`config.mk`:
```
export PLATFORM = sky130hd
export DESIGN_NAME = snake_body_engine
export DESIGN_NICKNAME = d
export VERILOG_FILES = /design/src/rtl/snake_body_engine.sv
export SDC_FILE = /design/constraint.sdc
export NUM_CORES = 1
export LEC_CHECK = 0
export CAP_MARGIN = 20
export CORE_ASPECT_RATIO = 0.8
export CORE_MARGIN = 2
export CORE_UTILIZATION = 25
export DETAILED_ROUTE_END_ITERATION = 8
export GPL_TIMING_DRIVEN = 0
export PLACE_DENSITY = 0.42
export SETUP_SLACK_MARGIN = 0.02
export SYNTH_ARGS = -nofsm -noshare
export SYNTH_HDL_FRONTEND = slang
export SYNTH_SLANG_ARGS = --single-unit
```
`constraint.sdc`:
```
create_clock -name clock_25 -period 14.7 [get_ports clock_25]
set_input_delay 1.47 -clock clock_25 [delete_from_list [all_inputs] [get_ports clock_25]]
set_output_delay 1.47 -clock clock_25 [all_outputs]
set_load 0.05 [all_outputs]
```
`src/rtl/snake_body_engine.sv`:
```
// snake_body_engine: snake head/body movement, growth, self-collision and wall check, body streaming.
// Optional feature macro SNAKE_WRAP_EN: head wraps at grid edges instead of hitting a wall.
module snake_body_engine #(
    parameter int SNAKE_LENGTH_BIT = 4,
    parameter int SNAKE_LENGTH_MAX = 16,
    parameter int GRID_W           = 124,
    parameter int GRID_H           = 81,
    parameter int START_X          = 20,
    parameter int START_Y          = 40,
    parameter int START_LENGTH     = 3
) (
    input  logic                        clock_25,
    input  logic                        reset,
    input  logic                        move_tick,
    input  logic                        btn_up,
    input  logic                        btn_down,
    input  logic                        btn_left,
    input  logic                        btn_right,
    input  logic                        grow,
    output logic [6:0]                  snake_head_x,
    output logic [6:0]                  snake_head_y,
    output logic                        dir_up,
    output logic                        dir_down,
    output logic                        dir_left,
    output logic                        dir_right,
    output logic [SNAKE_LENGTH_BIT-1:0] snake_length,
    output logic [SNAKE_LENGTH_BIT-1:0] body_count,
    output logic [6:0]                  snake_body_x,
    output logic [6:0]                  snake_body_y,
    output logic                        busy,
    output logic                        collision,
    output logic                        wall_hit,
    output logic                        game_over
);
    localparam int N = SNAKE_LENGTH_MAX - 1;
    localparam logic [SNAKE_LENGTH_BIT-1:0] LAST = SNAKE_LENGTH_BIT'(N - 1);
    localparam logic [SNAKE_LENGTH_BIT-1:0] LMAX = SNAKE_LENGTH_BIT'(N);
    typedef enum logic [1:0] {IDLE, CHECK, DEAD} state_t;
    state_t                      state_q;
    logic [6:0]                  hx_q, hy_q, nx_d, ny_d, sbx_q, sby_q;
    logic [6:0]                  bx_q [N];
    logic [6:0]                  by_q [N];
    logic [3:0]                  dir_q, req_d, dir_d;
    logic [SNAKE_LENGTH_BIT-1:0] len_q, k_q, cnt_q, cnt_d;
    logic                        busy_q, col_q, wall_q, gp_q, off_d, wall_d, hit_d;
    // Direction request by priority up > down > right > left; a reversal is refused ({up,down,left,right})
    always_comb begin
        req_d = btn_up ? 4'b1000 : btn_down ? 4'b0100 : btn_right ? 4'b0001 : btn_left ? 4'b0010 : 4'b0000;
        dir_d = (req_d == 4'b0000 || {req_d[2], req_d[3], req_d[0], req_d[1]} == dir_q) ? dir_q : req_d;
    end
    // Candidate next head one block along the current direction, wrapped, plus an off-grid flag
    always_comb begin
        nx_d  = hx_q;
        ny_d  = hy_q;
        off_d = dir_q[3] ? hy_q == 7'd0 : dir_q[2] ? hy_q == 7'(GRID_H - 1) :
                dir_q[1] ? hx_q == 7'd0 : hx_q == 7'(GRID_W - 1);
        if (dir_q[3])      ny_d = off_d ? 7'(GRID_H - 1) : hy_q - 7'd1;
        else if (dir_q[2]) ny_d = off_d ? 7'd0 : hy_q + 7'd1;
        else if (dir_q[1]) nx_d = off_d ? 7'(GRID_W - 1) : hx_q - 7'd1;
        else               nx_d = off_d ? 7'd0 : hx_q + 7'd1;
    end
`ifdef SNAKE_WRAP_EN
    assign wall_d = 1'b0;
`else
    assign wall_d = off_d;
`endif
    assign hit_d = k_q < len_q && bx_q[k_q] == hx_q && by_q[k_q] == hy_q;
    assign cnt_d = cnt_q == LAST ? '0 : cnt_q + 1'b1;
    // Direction register and free-running body stream, coordinates registered with their index
    always_ff @(posedge clock_25) begin
        if (reset) begin
            dir_q <= 4'b0001;
            cnt_q <= '0;
            sbx_q <= 7'(START_X - 1);
            sby_q <= 7'(START_Y);
        end else begin
            dir_q <= dir_d;
            cnt_q <= cnt_d;
            sbx_q <= bx_q[cnt_d];
            sby_q <= by_q[cnt_d];
        end
    end
    // Move/check/dead state machine owning head, body array, length and flags
    always_ff @(posedge clock_25) begin
        if (reset) begin
            state_q <= IDLE;
            hx_q    <= 7'(START_X);
            hy_q    <= 7'(START_Y);
            len_q   <= SNAKE_LENGTH_BIT'(START_LENGTH);
            k_q     <= '0;
            busy_q  <= 1'b0;
            col_q   <= 1'b0;
            wall_q  <= 1'b0;
            gp_q    <= 1'b0;
            for (int i = 0; i < N; i++) begin
                bx_q[i] <= 7'(START_X - 1 - ((i < START_LENGTH) ? i : START_LENGTH - 1));
                by_q[i] <= 7'(START_Y);
            end
        end else begin
            gp_q <= gp_q | grow;
            case (state_q)
                IDLE: if (move_tick && !(col_q || wall_q)) begin
                    gp_q <= grow;
                    if (wall_d) begin
                        wall_q  <= 1'b1;
                        state_q <= DEAD;
                    end else begin
                        hx_q <= nx_d;
                        hy_q <= ny_d;
                        bx_q[0] <= hx_q;
                        by_q[0] <= hy_q;
                        for (int i = 1; i < N; i++) begin
                            bx_q[i] <= bx_q[i-1];
                            by_q[i] <= by_q[i-1];
                        end
                        if (gp_q && len_q != LMAX) len_q <= len_q + 1'b1;
                        k_q     <= '0;
                        busy_q  <= 1'b1;
                        state_q <= CHECK;
                    end
                end
                CHECK: begin
                    if (hit_d) col_q <= 1'b1;
                    if (k_q == LAST) begin
                        busy_q  <= 1'b0;
                        state_q <= (col_q || hit_d) ? DEAD : IDLE;
                    end else begin
                        k_q <= k_q + 1'b1;
                    end
                end
                default: ;
            endcase
        end
    end
    assign snake_head_x = hx_q;
    assign snake_head_y = hy_q;
    assign {dir_up, dir_down, dir_left, dir_right} = dir_q;
    assign snake_length = len_q;
    assign body_count   = cnt_q;
    assign snake_body_x = sbx_q;
    assign snake_body_y = sby_q;
    assign busy         = busy_q;
    assign collision    = col_q;
    assign wall_hit     = wall_q;
    assign game_over    = col_q | wall_q;
endmodule

```
=== Word-level counts from Yosys, hierarchy flattened ===
Memories as Yosys holds them, arrays and structs flattened. A register that Yosys moved wholly into a read port is not among the register bits.
Index checks and enable logic that the tools add are counted.
Widths: inputs -> output; s select.

* Register bits after elaboration: 36
* RAM bits: 210
* Output and inout port bits: 44
* Logic and storage cells: 158
* Memories kept: 2

* Add/subtract/negate cells: 7
* Order comparisons: 1
* Equal/unequal tests: 13
* Muxes and demuxes: 67
* Bitwise logic cells: 35
* Reduce and logical (&&, ||, !) cells: 22

{| class="wikitable"
|+ Memories
! memory !! depth !! bits a word !! rd ports !! clocked after memory_dff !! write ports !! line !! RTL
|-
| bx_q || 15 || 7 || 16 || 2 || 15 || 41 || <nowiki>logic [6:0] bx_q [N];</nowiki>
|-
| by_q || 15 || 7 || 16 || 2 || 15 || 42 || <nowiki>logic [6:0] by_q [N];</nowiki>
|}

{| class="wikitable"
|+ Operators with widths
! kind !! number
|-
| $mux 7 || 33
|-
| $mux 4 || 9
|-
| $or 1x1->1 || 32
|-
| $reduce_and 4->1 || 4
|-
| $mux 1 || 15
|-
| $add 7x1->7 const B || 2
|-
| $eq 7x7->1 || 2
|-
| $eq 7x7->1 const B || 2
|-
| $logic_not 7->1 || 2
|-
| $sub 7x1->7 const B || 2
|-
| $add 4x1->4 const B || 3
|-
| $mux 2 || 6
|-
| $eq 4x4->1 const B || 2
|-
| $ne 2x2->1 const B || 4
|-
| $pmux 4 s2 || 1
|-
| $reduce_and 3->1 || 2
|-
| $reduce_and 5->1 || 1
|-
| $eq 4x4->1 || 1
|-
| $logic_and 1x1->1 || 4
|-
| $logic_not 4->1 || 1
|-
| $lt 4x4->1 || 1
|-
| $ne 4x4->1 const B || 1
|-
| $pmux 2 s2 || 1
|-
| $reduce_bool 2->1 || 2
|-
| other kinds (8) || 12
|}

=== Depth between registers and ports, before layout ===
Gate-level depths: netlist of run 1.

* Word-level depth: 10
* Depth in mapped cells: 11

=== Worst setup path after synthesis of run 1 ===
No wires, ideal clock.

* Kind: input port to flip-flop
* Start: in move_tick
* End: mem bx_q[0][0], enable pin
* Arrival time: 6.890 ns
* Required time: 14.120 ns
* Path slack: 7.230 ns
* Cell stages on the path: 7
* Path buffers: 2
* Path through: nor3b_1 > nand2b_1 > and3b_1 > buf_4 > inv_1 > buf_4 > nand2_1

{| class="wikitable"
|+ RTL lines
! what !! line !! RTL
|-
| start, declared || 14 || <nowiki>input logic move_tick,</nowiki>
|-
| end, declared || 41 ||
|}

==> run metrics, run 1 <==
pin count of the biggest net entering global routing 62; hold crit path type flip-flop to flip-flop; placed cell areas 16000 um^2; clock skew 0.0341 ns; CTS Buf Count 34; outcome finished clean; H-tree depth 2; CP required 14.90 ns; dpl ws 9.70 ns; leakage power total 6.20 nW; gpl congestion 0.933; Top Ports 52; TNS Setup 0 ns; Slew HR 0.196; first-pass GRT wire length 83.4 mm; Area growth syn-to-layout 18.9%; core area 57000 um^2; crit path max fanout 61; Synth Area per Inst 10.5 um^2; crit path DAT 4.65 ns; Final Hold Fails 0; dpl hpwl 41.3 mm; initial drt markers 1408; post-route ant nets 0; clock-pin transition on the worst setup and hold timing paths 0.06 ns; WL/cell 25.7 um; die area 59800 um^2; nets 1493; Setup crit end kind flip-flop; hold path start wall_hit; number of synthesized flops with an enable pin 210; count leader, synth nand2_1; Post-synth top cells 229 x nand2_1, 210 x edfxtp_1, 111 x and3_1; Critical Path Source Type input port; proportion of layout cells with a drive suffix above 1 0.0946; fin crit share 0.302; synth top area cells edfxtp_1 44%, dfxtp_1 7.5%, nand2_1 5.9%; effective utilization at floorplan 0.254; initial antenna violation count 3; clock sinks 264; final WL 57.9 mm; Setup Buffers After CTS 0; Synth top area share 0.436; Worst Hold Path EP wall_hit; worst vdd ir 0.0000613 V; CP Cell Sequence clkdlybuf4s50_1 > nor3b_1 > nand2b_1 > and3b_1 > buf_4 > inv_1 > buf_4 > nand2_4 > buf_16 > buf_16; Worst-Margin Slew 1.21 ns; Final min period 4.44 ns; R2R Path End bx_q[12][2]; hold-critical path depth 2; Cell Area, Synth 14500 um^2; Total Routing Usage GR 0.193; reg2reg setup slack 10.52 ns; die width 273 um; cell area after layout 17200 um^2; synth warn 0; RSZ-0062 raised after global routing no; Max-Cap Viols 0; Setup Viol. Count Final 0; Reg2Reg Depth 11; Max Fclk 225 MHz; worst hold margin 0.508 ns; Pwr Density 126 nW/um^2; Max Transition Viols Final 0; total gr overflow 0; vias per cell 5.29; cells after synthesis 1375; routed via count 11919; Die Y 219 um; vias in the first global route 11406; crit path max-delay cell type nand2_4; root buffer cell clkbuf_16; row count 78; Crit Path Category input port to flip-flop; DRC 0; port bufs 51; TritonRoute pass-1 iters 7; sequential area share after synthesis 0.510; Post-CTS Resized 0; ys flop type edfxtp_1; Final WS setup 10.26 ns; Synth area leader edfxtp_1; CTS tree done; Antenna Cells 0; CP max stage delay 0.55 ns; post-route core utilization 0.302; Worst-Skew Late Latency 0.56 ns; number of synthesized register bits 264; Synthesized Nets 1401; Max clock buf depth 3; FF-to-FF Start snake_head_x[5]; Netlist cell types 78; Hold-fix buffers, CTS 0; FFs w/ async S/R, synth 0; Layout fillers 5928
## worst max path at each step
stage | from | end | slack [ns]
2_1_floorplan | move_tick | bx_q[0][0] | 7.23
3_3_place_gp | move_tick | bx_q[13][5] | 3.61
3_5_place_dp | move_tick | bx_q[13][5] | 9.70
4_1_cts | move_tick | bx_q[13][5] | 10.26
5_1_grt | move_tick | bx_q[12][2] | 10.05
6_report | move_tick | bx_q[12][2] | 10.26
## critical path, delay by kind of cell
family / cells / cell delay, ns
buf+inv: 6 / 1.83
simple gates: 4 / 1.24
## area by class of cell
cell class	count	area (um^2)	share of cell area
tap	760	951	0.0553
buffer	113	527	0.0306
multi-input combinational	968	6450	0.375
sequential	264	7390	0.429
clock buffer	46	967	0.0562
clock inverter	14	189	0.0110
inverter	30	113	0.00655
timing repair buffer	56	616	0.0358
## through the flow
stage          instances  power, mW
6_report            2251       2.17
5_1_grt             2251       2.23
4_1_cts             2250       2.17
3_5_place_dp        2190       1.28
3_3_place_gp        2186       1.29
2_1_floorplan       1375       1.13
## layer usage
layer  global-route usage  vias up  share of wire
met1                0.288     6035           0.48
met4               0.0603        2          0.025
met2                0.270      523           0.41
met3               0.0488       83          0.087
li1                     -     5276              -
met5             0.000822        -        0.00022
## cell usage in the layout (no fill, tap or decap), types with 11 or more instances in the layout
cell type        count
a311oi_1            34
mux4_1              11
a21oi_1             33
nor2b_1             57
and3_1             111
nor2_1              50
or2_2               25
nand2_1            228
nand2b_1            14
a31oi_1             28
clkbuf_1            96
dfxtp_1             54
clkbuf_16           35
or3_1               38
o211ai_1            11
o21ai_0             20
xnor2_1             23
nor3_1              17
mux2i_1             48
o22ai_1             15
ha_1                16
nand3_1             64
inv_1               27
clkdlybuf4s50_1     51
edfxtp_1           210
mux4_2              20
## where the power goes
group | switching (mW) | total (mW) | internal [mW] | leakage [nW]
Sequential | 0.0444 | 0.906 | 0.861 | 2.50
Combinational | 0.251 | 0.368 | 0.118 | 3.13
Clock | 0.356 | 0.891 | 0.535 | 0.567
Total | 0.652 | 2.17 | 1.51 | 6.20
## sequential cells by signal (all words and copies together) (netlist names), 4 cells and up, named ones only
register / flops
snake_head_y: 7
snake_length: 4
snake_body_x: 7
bx_q: 105
by_q: 105
snake_head_x: 7
snake_body_y: 7
dir_q: 4
body_count: 4
k_q: 4
## logic make-up after synthesis
family	Yosys count	synth area share
compound gates	198	0.0973
xor+xnor	30	0.0182
fa+ha+maj	18	0.0166
buf+inv	143	0.0442
flops	264	0.510
mux	89	0.0923
simple gates	633	0.221
(Power assumes the default switching activity.)
==> run 2, diff against run 1 <==
==> constraint.sdc (replaced) <==
create_clock -name clock_25 -period 4.35 [get_ports clock_25]
set_input_delay 0.435 -clock clock_25 [delete_from_list [all_inputs] [get_ports clock_25]]
set_output_delay 0.435 -clock clock_25 [all_outputs]
set_load 0.05 [all_outputs]
==> run metrics, run 2 (synthesis results as in run 1) <==
Max Transition Viols Final 0; Layout fillers 5900; total power 7.21 mW; Worst-Skew Late Latency 0.59 ns; switching power 2.15 mW; Total Routing Usage GR 0.191; R2R Path End snake_body_y[4]; cell area after layout 17200 um^2; Worst-Margin Slew 1.07 ns; post-route ant nets 0; port bufs 51; worst vdd ir 0.000279 V; initial antenna violation count 3; Final Hold Fails 0; Critical Path Source Type flip-flop; post-route core utilization 0.301; reg2reg setup slack 0.57 ns; leakage power total 6.17 nW; DRC 0; Reg2Reg Depth 7; CP required 4.83 ns; nets 1490; fin crit share 0.869; Final WS setup 0.570 ns; H-tree depth 1; vias per cell 5.32; crit path max fanout 10; Max clock buf depth 3; Post-CTS Resized 0; # placed instances 2189; Layout Cells excl Fill 2249; CTS Buf Count 31; Antenna Cells 0; Switching Share 0.298; TritonRoute pass-1 iters 6; Die Y 219 um; clock skew 0.0143 ns; routed via count 11956; most common cell after layout, fill and taps aside nand2_1; largest registers bx_q: 105 flops, by_q: 105 flops; WL/cell 25.5 um; worst hold margin 0.479 ns; first-pass GRT wire length 83.2 mm; Slew HR 0.283; Worst Setup SP body_count[1]; gpl congestion 0.936; Logic pwr share 0.172; Pwr Density 420 nW/um^2; dpl hpwl 41.0 mm; CTS tree done; placed cell areas 16000 um^2; Final min period 3.78 ns; TNS Setup 0 ns; Setup Viol. Count Final 0; clock-pin transition on the worst setup and hold timing paths 0.06 ns; Top Ports 52; proportion of layout cells with a drive suffix above 1 0.0940; effective utilization at floorplan 0.254; Hold-fix buffers, CTS 0; initial drt markers 1696; Max Fclk 265 MHz; Setup Buffers After CTS 0; final WL 57.4 mm; outcome finished clean; core area 57000 um^2; root buffer cell clkbuf_16; total gr overflow 0; RSZ-0062 raised after global routing no; vias in the first global route 11369; crit path DAT 4.26 ns; clock sinks 264; pin count of the biggest net entering global routing 93; FF-to-FF Start body_count[1]; Sequential Power Share 0.425; Max-Cap Viols 0; dpl ws 0.498 ns; die width 273 um; Int Pwr 5.06 mW; Setup crit end kind flip-flop; row count 78; CP Capture Point snake_body_y[4]; Crit Path Category flip-flop to flip-flop; Area growth syn-to-layout 18.5%; clock share of power 0.403; hold crit path type input port to flip-flop; die area 59800 um^2; most frequent cells in the layout 228 x nand2_1, 210 x edfxtp_1, 111 x and3_1
run 2: changes by cell type in the layout (fill, tap and decap cells not counted), sizes merged:
cell,delta
clkinvlp,+1
clkbuf,-10
bufinv,+3
clkinv,+4
run 2: worst min-delay path by stage:
| stage | from | endpoint | slack, ns | cells after the start |
|---|---|---|---|---|
| floorplan | gp_q | gp_q | 0.47 | 2 |
| global placement | wall_hit | wall_hit | 0.48 | 2 |
| detailed placement | wall_hit | wall_hit | 0.49 | 2 |
| CTS | grow | gp_q | 0.45 | 3 |
| global route | grow | gp_q | 0.48 | 3 |
| finish | grow | gp_q | 0.48 | 3 |
run 2: final cells by class:
type / instances / area [um^2] / area share
Buffer: 113 / 527 / 0.0307
Clock buffer: 36 / 815 / 0.0475
Clock inverter: 22 / 298 / 0.0174
Inverter: 30 / 113 / 0.00657
Multi-Input combinational cell: 968 / 6460 / 0.377
Sequential cell: 264 / 7390 / 0.431
Tap cell: 760 / 951 / 0.0554
Timing Repair Buffer: 56 / 599 / 0.0349
run 2: worst max-delay path, stage by stage (launching register included):
cell and delay, ns:
dfxtp_1 0.46, clkbuf_1 0.31, o21ai_0 0.14, a21oi_1 0.58, clkbuf_1 0.74, clkbuf_1 0.74, a31oi_1 0.36, o22ai_1 0.33
run 2: power groups by stage:
stage / registers (mW) / clock network [mW] / logic [mW]
after CTS: 3.06 / 2.96 / 1.22
after global placement: 3.12 / 0 / 1.20
after detailed placement: 3.11 / 0 / 1.21
after floorplan: 3.16 / 0 / 0.646
after global routing: 3.08 / 3.06 / 1.31
final: 3.06 / 2.91 / 1.24
run 2: metal layers:
| metal | vias up | wire length, um | track usage |
|---|---|---|---|
| met5 | - | 0 | 0 |
| met4 | 0 | 996 | 0.0355 |
| met3 | 66 | 5050 | 0.0386 |
| met2 | 525 | 23800 | 0.274 |
| met1 | 6082 | 27600 | 0.293 |
| li1 | 5283 | - | - |
